## config.mk

```make
export PLATFORM = sky130hd
export DESIGN_NAME = od_line_driver
export DESIGN_NICKNAME = d
export VERILOG_FILES = /design/src/rtl/i2c_pkg.sv /design/src/rtl/tick_counter.sv /design/src/rtl/od_line_driver.sv
export SDC_FILE = /design/constraint.sdc
export NUM_CORES = 1
export LEC_CHECK = 0
export ABC_CLOCK_PERIOD_IN_PS = 5700
export BUFFER_PORTS_ARGS = -buffer_cell sky130_fd_sc_hd__buf_2
export CAP_MARGIN = 10
export CORE_UTILIZATION = 60
export DETAILED_ROUTE_END_ITERATION = 12
export PLACE_DENSITY_LB_ADDON = 0.2
export SYNTH_ARGS = -nofsm -noshare
export SYNTH_HDL_FRONTEND = slang
export SYNTH_HIERARCHICAL = 1
export SYNTH_SLANG_ARGS = --single-unit
export TNS_END_PERCENT = 50
```

## constraint.sdc

```tcl
create_clock -name clk -period 5.7 [get_ports clk]
set_input_delay 0.57 -clock clk [delete_from_list [all_inputs] [get_ports clk]]
set_output_delay 0.57 -clock clk [all_outputs]
set_load 0.01 [all_outputs]
```

## src/rtl/i2c_pkg.sv

```systemverilog
// Shared I2C definitions: line-driver state encoding
// and default tick constants for the pad-side blocks.
package i2c_pkg;

  typedef enum logic [1:0] {
    IDLE      = 2'd0,
    HOLD      = 2'd1,
    SETTLE    = 2'd2,
    WAIT_HIGH = 2'd3
  } od_state_t;

  localparam int DEF_TICK_W        = 8;
  localparam int DEF_HOLD_TICKS    = 4;
  localparam int DEF_SETTLE_TICKS  = 2;
  localparam int DEF_TIMEOUT_TICKS = 200;

  function automatic logic [DEF_TICK_W-1:0] tick_load(
    input int ticks
  );
    return DEF_TICK_W'(ticks - 1);
  endfunction

endpackage

```

## src/rtl/tick_counter.sv

```systemverilog
// Loadable down-counter advancing on ck_enable;
// load wins over decrement, and it parks at zero.
module tick_counter #(
  parameter int W = 8
) (
  input  logic         clk,
  input  logic         rst,
  input  logic         ck_enable,
  input  logic         load,
  input  logic [W-1:0] load_val,
  input  logic         dec_en,
  output logic [W-1:0] cnt,
  output logic         zero
);

  assign zero = (cnt == '0);

  always_ff @(posedge clk or negedge rst) begin
    if (!rst) begin
      cnt <= '0;
    end else if (load) begin
      cnt <= load_val;
    end else if (dec_en && ck_enable && !zero) begin
      cnt <= cnt - 1'b1;
    end
  end

endmodule

```

## src/rtl/od_line_driver.sv

```systemverilog
// Open-drain line driver: holds a requested level for a
// minimum time, then confirms release via debounced readback.
module od_line_driver
  import i2c_pkg::*;
#(
  parameter int HOLD_TICKS    = DEF_HOLD_TICKS,
  parameter int SETTLE_TICKS  = DEF_SETTLE_TICKS,
  parameter int TIMEOUT_TICKS = DEF_TIMEOUT_TICKS,
  parameter int TICK_W        = DEF_TICK_W
) (
  input  logic clk,
  input  logic rst,
  input  logic ck_enable,
  input  logic req_valid,
  input  logic req_level,
  output logic req_ready,
  input  logic line_in,
  output logic oe,
  output logic busy,
  output logic stretch,
  output logic done,
  output logic fault
);

  localparam logic [TICK_W-1:0] HOLD_LD =
    TICK_W'(HOLD_TICKS - 1);
  localparam logic [TICK_W-1:0] SETTLE_LD =
    TICK_W'(SETTLE_TICKS - 1);
  localparam logic [TICK_W-1:0] TO_LD =
    TICK_W'(TIMEOUT_TICKS - 1);

  od_state_t state_q, state_d;

  logic              lvl_q, lvl_d;
  logic              oe_d;
  logic              stretch_d;
  logic              done_d;
  logic              fault_d;
  logic              load;
  logic [TICK_W-1:0] load_val;
  logic [TICK_W-1:0] cnt;
  logic              zero;
  logic              tick_end;

  tick_counter #(
    .W (TICK_W)
  ) u_cnt (
    .clk       (clk),
    .rst       (rst),
    .ck_enable (ck_enable),
    .load      (load),
    .load_val  (load_val),
    .dec_en    (busy),
    .cnt       (cnt),
    .zero      (zero)
  );

  assign req_ready = (state_q == IDLE);
  assign busy      = !req_ready;
  assign tick_end  = ck_enable && zero;

  always_comb begin
    state_d   = state_q;
    lvl_d     = lvl_q;
    oe_d      = oe;
    stretch_d = stretch;
    done_d    = 1'b0;
    fault_d   = 1'b0;
    load      = 1'b0;
    load_val  = '0;
    unique case (1'b1)
      (state_q == IDLE): begin
        if (req_valid) begin
          lvl_d    = req_level;
          oe_d     = !req_level;
          load     = 1'b1;
          load_val = HOLD_LD;
          state_d  = HOLD;
        end
      end
      (state_q == HOLD): begin
        if (tick_end) begin
          if (!lvl_q) begin
            done_d  = 1'b1;
            state_d = IDLE;
          end else begin
            load     = 1'b1;
            load_val = SETTLE_LD;
            state_d  = SETTLE;
          end
        end
      end
      (state_q == SETTLE): begin
        if (tick_end) begin
          if (line_in) begin
            done_d  = 1'b1;
            state_d = IDLE;
          end else begin
            load      = 1'b1;
            load_val  = TO_LD;
            stretch_d = 1'b1;
            state_d   = WAIT_HIGH;
          end
        end
      end
      (state_q == WAIT_HIGH): begin
        // a rise in the timeout cycle still counts as success
        if (line_in) begin
          stretch_d = 1'b0;
          done_d    = 1'b1;
          state_d   = IDLE;
        end else if (tick_end) begin
          stretch_d = 1'b0;
          fault_d   = 1'b1;
          state_d   = IDLE;
        end
      end
      default: begin
        state_d = IDLE;
      end
    endcase
  end

  always_ff @(posedge clk or negedge rst) begin
    if (!rst) begin
      state_q <= IDLE;
      lvl_q   <= 1'b1;
      oe      <= 1'b0;
      stretch <= 1'b0;
      done    <= 1'b0;
      fault   <= 1'b0;
    end else begin
      state_q <= state_d;
      lvl_q   <= lvl_d;
      oe      <= oe_d;
      stretch <= stretch_d;
      done    <= done_d;
      fault   <= fault_d;
    end
  end

endmodule
```

==> flow_summary_export.csv, run 1 <==
group,metric,value,unit
routing,drt_iter0_markers,19,
worst_setup_path,required,5.87,ns
worst_setup_path,path_cells,"inv_1, ha_1, nor3b_1, and2_1, nand2_1, o21ai_0, nor2b_1, nor2b_1, a221o_1",
cts,clk_latency,0.28,ns
pwr,p_leak,0.500,nW
timing,fin_crit_sh,0.559,
timing,setup_tns,0,ns
pwr,pwr-share-comb,0.511,
routing,detail-route-antenna-nets,0,
timing,fin_skew,0.00190,ns
worst_setup_path,startpoint,"u_cnt/cnt[0]",
timing,timing_hold_violations_final,0,
worst_setup_path,arrival,3.36,ns
timing,rsz0062_at_grt,"no",
layout,final_nets,141,
routing,postRouteWirelength,1.83,mm
yosys,avgSynthCellArea,9.01,sq um
cts,cts_tree,"built",
yosys,netlist_top_cells_area,"dfrtp_1 35%, ha_1 11%, o21ai_0 6.5%",
pwr,powerDensity,471,nW/um^2
placed_design,dp.cells,137,
cts,cts-htree-levels,1,
die,start_util,0.656,
layout,final_cell_mix,"15 x nand2_1, 14 x dfrtp_1, 13 x o21ai_0, 11 x buf_2, 9 x ha_1",
yosys,yosysTopAreaCell,"dfrtp_1",
timing,hold_ws,0.166,ns
placed_design,placed_cell_area,1060,sq um
cts,cts_hold_buf,0,
placed_design,dpl.hpwl,1.36,mm
yosys,synth_ff_type,"dfrtp_1",
pwr,intPower,0.287,mW
yosys,synth-seq-cells,15,
grt,grt_usage,0.227,
worst_setup_path,crit_path_end,"u_cnt/cnt[7]",
yosys,ys_types,34,
pwr,seqPwrFrac,0.370,
die,die_area,1830,sq um
worst_setup_path,crit_type,"flip-flop to flip-flop",
timing,fmax,314,MHz
worst_setup_path,end_kind,"flip-flop",
worst_setup_path,critPathMaxStageDelay,0.88,ns
worst_setup_path,critPathMaxFanout,19,
pwr,swShare,0.442,
cts,numCtsBuffers,3,
die,io_pins,12,
die,dieWidth,42.8,um
worst_hold_path,min_path_type,"primary input to asynchronous set/reset pin",
grt,grt_max_degree,20,
placed_design,gp_congestion,0.844,
cts,cts_root_buffer,"clkbuf_4",
layout,area_growth,9.01,%
routing,drtPass1Iterations,5,
worst_setup_path,r2r_end,"u_cnt/cnt[7]",
layout,utilization,0.715,
yosys,synth_area,1000,sq um
worst_setup_path,r2r_cells,9,
layout,finalInstanceArea,1090,sq um
layout,stdcell_count,141,
grt,gr-total-overflow,0,
grt,grt_pass1_vias,748,
timing,relSlewSlack,0.265,
routing,vias,813,
die,rows,14,
timing,worst_slew_pin_slew,1.10,ns
cts,path_clk_slew,0.09,ns
cts,ctsResizeCount,0,
placed_design,io_buffers,11,
worst_setup_path,rrSetupSlack,2.51,ns
timing,period_needed,3.19,ns
yosys,async_reset_ff_frac,1.00,
cts,post_cts_buffers,0,
timing,fin_ws,2.51,ns
timing,setup_viol,0,
pwr,irDropWorstVdd,324,uV
yosys,syn_inst,111,
pwr,switchingPower,0.227,mW
layout,drive_above_1_share,0.176,
layout,layout_commonest_cell,"nand2_1",
run,cap_violations,0,
die,core_area,1520,sq um
die,die_h,42.8,um
yosys,synth_top_area_share,0.350,
yosys,ys_warn_count,6,
status,status,"complete, no violations",
cts,clock_sinks,15,
pwr,total_power,0.514,mW
grt,grt_pass1_wl,3.11,mm
pwr,p_clk_frac,0.118,
cts,cts_buffer_depth,2,
layout,diodes,0,
grt,antenna_found_initial,0,
placed_design,dp_slack,2.63,ns
worst_setup_path,cp_common_cell,"nor2b_1",
timing,drv_slew,0,
routing,vias_per_cell,5.77,
worst_setup_path,startpoint_type,"flip-flop",
yosys,synth_edf_count,0,
routing,drc,0,
worst_setup_path,r2r-start,"u_cnt/cnt[0]",
layout,nFillCells,106,
yosys,ys_seq_area_frac,0.377,
routing,avgRoutedWirePerCell,13.0,um
worst_setup_path,cp_slowest_cell,"nor2b_1",
## sequential cells by signal, indices dropped and copies added (netlist names)
signal and flops:
state_q 2, u_cnt/cnt 8, oe 1, stretch 1, lvl_q 1, fault 1, done 1
## routing by layer
| layer | routed length (um) | GRT usage |
|---|---|---|
| met1 | 881 | 0.289 |
| met2 | 818 | 0.358 |
| met3 | 102 | 0.0596 |
| met4 | 28 | 0.106 |
| met5 | 0 | 0 |
## Yosys cell counts (all sizes together), types with 2 or more instances
library cell / instances
and2: 2
a21oi: 9
nand2: 15
inv: 7
nor2b: 4
clkbuf: 2
nor2: 7
ha: 9
a22oi: 2
nor4: 4
o21ai: 13
nand3: 2
dfrtp: 14
xnor2: 4
## power by group through the flow
stage	clock network (mW)	logic, mW	registers, mW
after global placement	0	0.249	0.189
after CTS	0.0623	0.260	0.189
final	0.0608	0.263	0.190
after floorplan	0	0.206	0.183
after global routing	0.0658	0.293	0.197
after detailed placement	0	0.257	0.192
## worst min-delay path by stage
| stage | endpoint | slack (ns) | cells past startpoint |
|---|---|---|---|
| 2_1_floorplan | done | 0.27 | 0 |
| 3_3_place_gp | oe | 0.46 | 2 |
| 3_5_place_dp | oe | 0.48 | 2 |
| 4_1_cts | done | 0.18 | 1 |
| 5_1_grt | done | 0.19 | 1 |
| 6_report | done | 0.17 | 1 |
## layout make-up
class | instances | area [sq um] | area share
timing repair buffer | 11 | 55.1 | 0.0505
sequential | 15 | 377 | 0.346
multi-input combinational | 88 | 586 | 0.537
tap | 16 | 20.0 | 0.0184
clock buffer | 4 | 26.3 | 0.0241
inverter | 7 | 26.3 | 0.0241
## logic make-up (layout without fill, tap and decap cells)
family / count (synthesis) / in the layout / synth area share
adders and majority gates: 9 / 9 / 0.113
buffers and inverters: 10 / 22 / 0.0451
DFF: 15 / 15 / 0.377
xor gates and xnor gates: 4 / 4 / 0.0350
other: 1 / 3 / 0.00375
and+or+nand+nor: 40 / 40 / 0.217
AOI/OAI and AO/OA: 30 / 30 / 0.189
muxes: 2 / 2 / 0.0213
## critical path, delay by kind of cell (launching register included)
kind / cells / cell delay, ns
AND/OR/NAND/NOR: 5 / 1.93
adder cells (fa/ha/maj): 1 / 0.19
AO/OA/AOI/OAI: 2 / 0.48
flip-flops: 1 / 0.40
buffers and inverters: 1 / 0.08
(Power assumes the default switching activity.)
==> inputs of run 2 (changes only) <==
--- a/config.mk
+++ b/config.mk
@@ -5,10 +5,10 @@
 export SDC_FILE = /design/constraint.sdc
 export NUM_CORES = 1
 export LEC_CHECK = 0
-export ABC_CLOCK_PERIOD_IN_PS = 5700
+export ABC_CLOCK_PERIOD_IN_PS = 2800
 export BUFFER_PORTS_ARGS = -buffer_cell sky130_fd_sc_hd__buf_2
 export CAP_MARGIN = 10
-export CORE_UTILIZATION = 60
+export CORE_UTILIZATION = 50
 export DETAILED_ROUTE_END_ITERATION = 12
 export PLACE_DENSITY_LB_ADDON = 0.2
 export SYNTH_ARGS = -nofsm -noshare
==> constraint.sdc (replaced) <==
create_clock -name clk -period 2.8 [get_ports clk]
set_input_delay 0.28 -clock clk [delete_from_list [all_inputs] [get_ports clk]]
set_output_delay 0.28 -clock clk [all_outputs]
set_load 0.01 [all_outputs]
==> run 2 against run 1 <==
Net effect:
- die area rose by 19%
- via count grew 0.74%
- core utilization is 8.6 points lower
- maximum frequency is 44% higher
- first-iteration DRC count is 47% lower
- final cell count rose by 9.2%
- clock skew up 0.0028 ns
- register-to-register slack worse by 1.9 ns
- sequential cell count unchanged
- clock power rose by 97%
- critical path type unchanged
- largest cell class unchanged
==> flow_summary_export.csv, run 2 (synthesis results as in run 1) <==
group,metric,value,unit
die,core_area,1800,sq um
timing,timing_hold_violations_final,0,
layout,final_nets,145,
pwr,p_leak,0.519,nW
routing,avgRoutedWirePerCell,12.0,um
layout,area_growth,13.4,%
timing,rsz0062_at_grt,"no",
worst_setup_path,end_kind,"flip-flop",
die,start_util,0.555,
worst_setup_path,r2r_cells,11,
layout,nFillCells,157,
worst_setup_path,crit_path_end,"u_cnt/cnt[7]",
timing,setup_tns,0,ns
cts,numCtsBuffers,3,
cts,path_clk_slew,0.08,ns
worst_setup_path,rrSetupSlack,0.58,ns
placed_design,dpl.hpwl,1.42,mm
pwr,irDropWorstVdd,601,uV
worst_setup_path,required,2.97,ns
routing,drc,0,
routing,postRouteWirelength,1.85,mm
routing,vias,819,
worst_setup_path,startpoint,"u_cnt/cnt[0]",
worst_setup_path,path_cells,"inv_1, ha_1, nor3b_1, buf_4, and2_1, nand2_1, o21ai_0, nor2b_1, buf_4, nor2b_1, a221o_1",
routing,vias_per_cell,5.32,
worst_hold_path,min_path_type,"primary input to flip-flop",
placed_design,io_buffers,11,
status,status,"complete, no violations",
die,dieWidth,46.7,um
placed_design,placed_cell_area,1100,sq um
cts,cts_buffer_depth,2,
pwr,powerDensity,947,nW/um^2
routing,detail-route-antenna-nets,0,
pwr,swShare,0.428,
cts,cts_hold_buf,1,
timing,fin_crit_sh,0.793,
pwr,p_clk_frac,0.112,
layout,largest_registers,"u_cnt/cnt (8), state_q (2)",
placed_design,dp_slack,0.585,ns
worst_setup_path,critPathMaxFanout,19,
grt,antenna_found_initial,0,
cts,ctsResizeCount,0,
worst_setup_path,startpoint_type,"flip-flop",
layout,diodes,0,
timing,fin_ws,0.581,ns
routing,drt_iter0_markers,10,
cts,cts_root_buffer,"clkbuf_4",
timing,fmax,451,MHz
pwr,intPower,0.614,mW
grt,grt_pass1_vias,700,
pwr,pwr-share-comb,0.529,
worst_setup_path,arrival,2.39,ns
routing,drtPass1Iterations,4,
layout,utilization,0.629,
die,die_area,2180,sq um
layout,largest-register,"u_cnt/cnt",
grt,grt_max_degree,20,
timing,setup_viol,0,
die,io_pins,12,
timing,period_needed,2.22,ns
worst_setup_path,crit_type,"flip-flop to flip-flop",
timing,hold_ws,0.210,ns
layout,finalInstanceArea,1130,sq um
cts,post_cts_buffers,0,
worst_setup_path,cp_slowest_cell,"dfrtp_1",
worst_setup_path,critPathMaxStageDelay,0.41,ns
worst_setup_path,r2r_end,"u_cnt/cnt[7]",
cts,clock_sinks,15,
cts,clk_latency,0.28,ns
worst_setup_path,r2r-start,"u_cnt/cnt[0]",
grt,grt_pass1_wl,3.01,mm
pwr,seqPwrFrac,0.359,
pwr,switchingPower,0.459,mW
layout,layout_commonest_cell,"nand2_1",
grt,grt_usage,0.210,
run,cap_violations,0,
layout,final_cell_mix,"15 x nand2_1, 14 x dfrtp_1, 13 x o21ai_0, 11 x buf_2, 9 x ha_1",
die,rows,15,
placed_design,gp_congestion,0.814,
cts,cts-htree-levels,1,
cts,cts_tree,"built",
layout,largest_reg_flops,8,
timing,drv_slew,0,
layout,drive_above_1_share,0.194,
grt,gr-total-overflow,0,
die,die_h,46.7,um
timing,fin_skew,0.00468,ns
[run 2: worst min path at each step]
stage | start | slack, ns | end | depth (start not counted)
after detailed placement | rst | 0.21 | done | 1
after floorplan | rst | -0.02 | done | 0
after global placement | rst | 0.20 | done | 1
after global routing | req_level | 0.22 | lvl_q | 2
final | req_level | 0.21 | oe | 2
after CTS | req_level | 0.21 | oe | 2
[run 2: routing by layer]
metal | GRT usage | share of wire | wire length, um | vias to the layer above
met5 | 0 | 0 | 0 | -
met4 | 0.149 | 0.028 | 51 | 0
met3 | 0.0706 | 0.040 | 74 | 7
met2 | 0.294 | 0.45 | 837 | 18
met1 | 0.267 | 0.48 | 890 | 375
li1 | - | - | - | 419
[run 2: area by class of cell]
class | instances | area [sq um] | share of cell area
multi-input combinational | 88 | 586 | 0.517
timing repair buffer | 15 | 87.6 | 0.0773
clock buffer | 4 | 26.3 | 0.0232
sequential | 15 | 377 | 0.332
inverter | 7 | 26.3 | 0.0232
tap | 25 | 31.3 | 0.0276
[run 2: per-stage QoR]
step,cells,total power [mW]
5_1_grt,154,1.18
2_1_floorplan,113,0.793
3_3_place_gp,149,0.929
3_5_place_dp,149,0.952
6_report,154,1.07
4_1_cts,154,1.08
[run 2: critical path, delay by kind of cell, from the launching register on]
| family | cells | cell delay [ns] |
|---|---|---|
| DFF | 1 | 0.41 |
| AOI/OAI and AO/OA | 2 | 0.43 |
| buffers and inverters | 3 | 0.48 |
| adders and majority gates | 1 | 0.19 |
| and+or+nand+nor | 5 | 0.60 |
[run 2: power by group through the flow]
| stage | Clock [mW] | Combinational [mW] | Sequential, mW |
|---|---|---|---|
| floorplan | 0 | 0.420 | 0.372 |
| global placement | 0 | 0.544 | 0.386 |
| detailed placement | 0 | 0.564 | 0.388 |
| CTS | 0.128 | 0.566 | 0.386 |
| global route | 0.138 | 0.642 | 0.398 |
| finish | 0.120 | 0.568 | 0.385 |
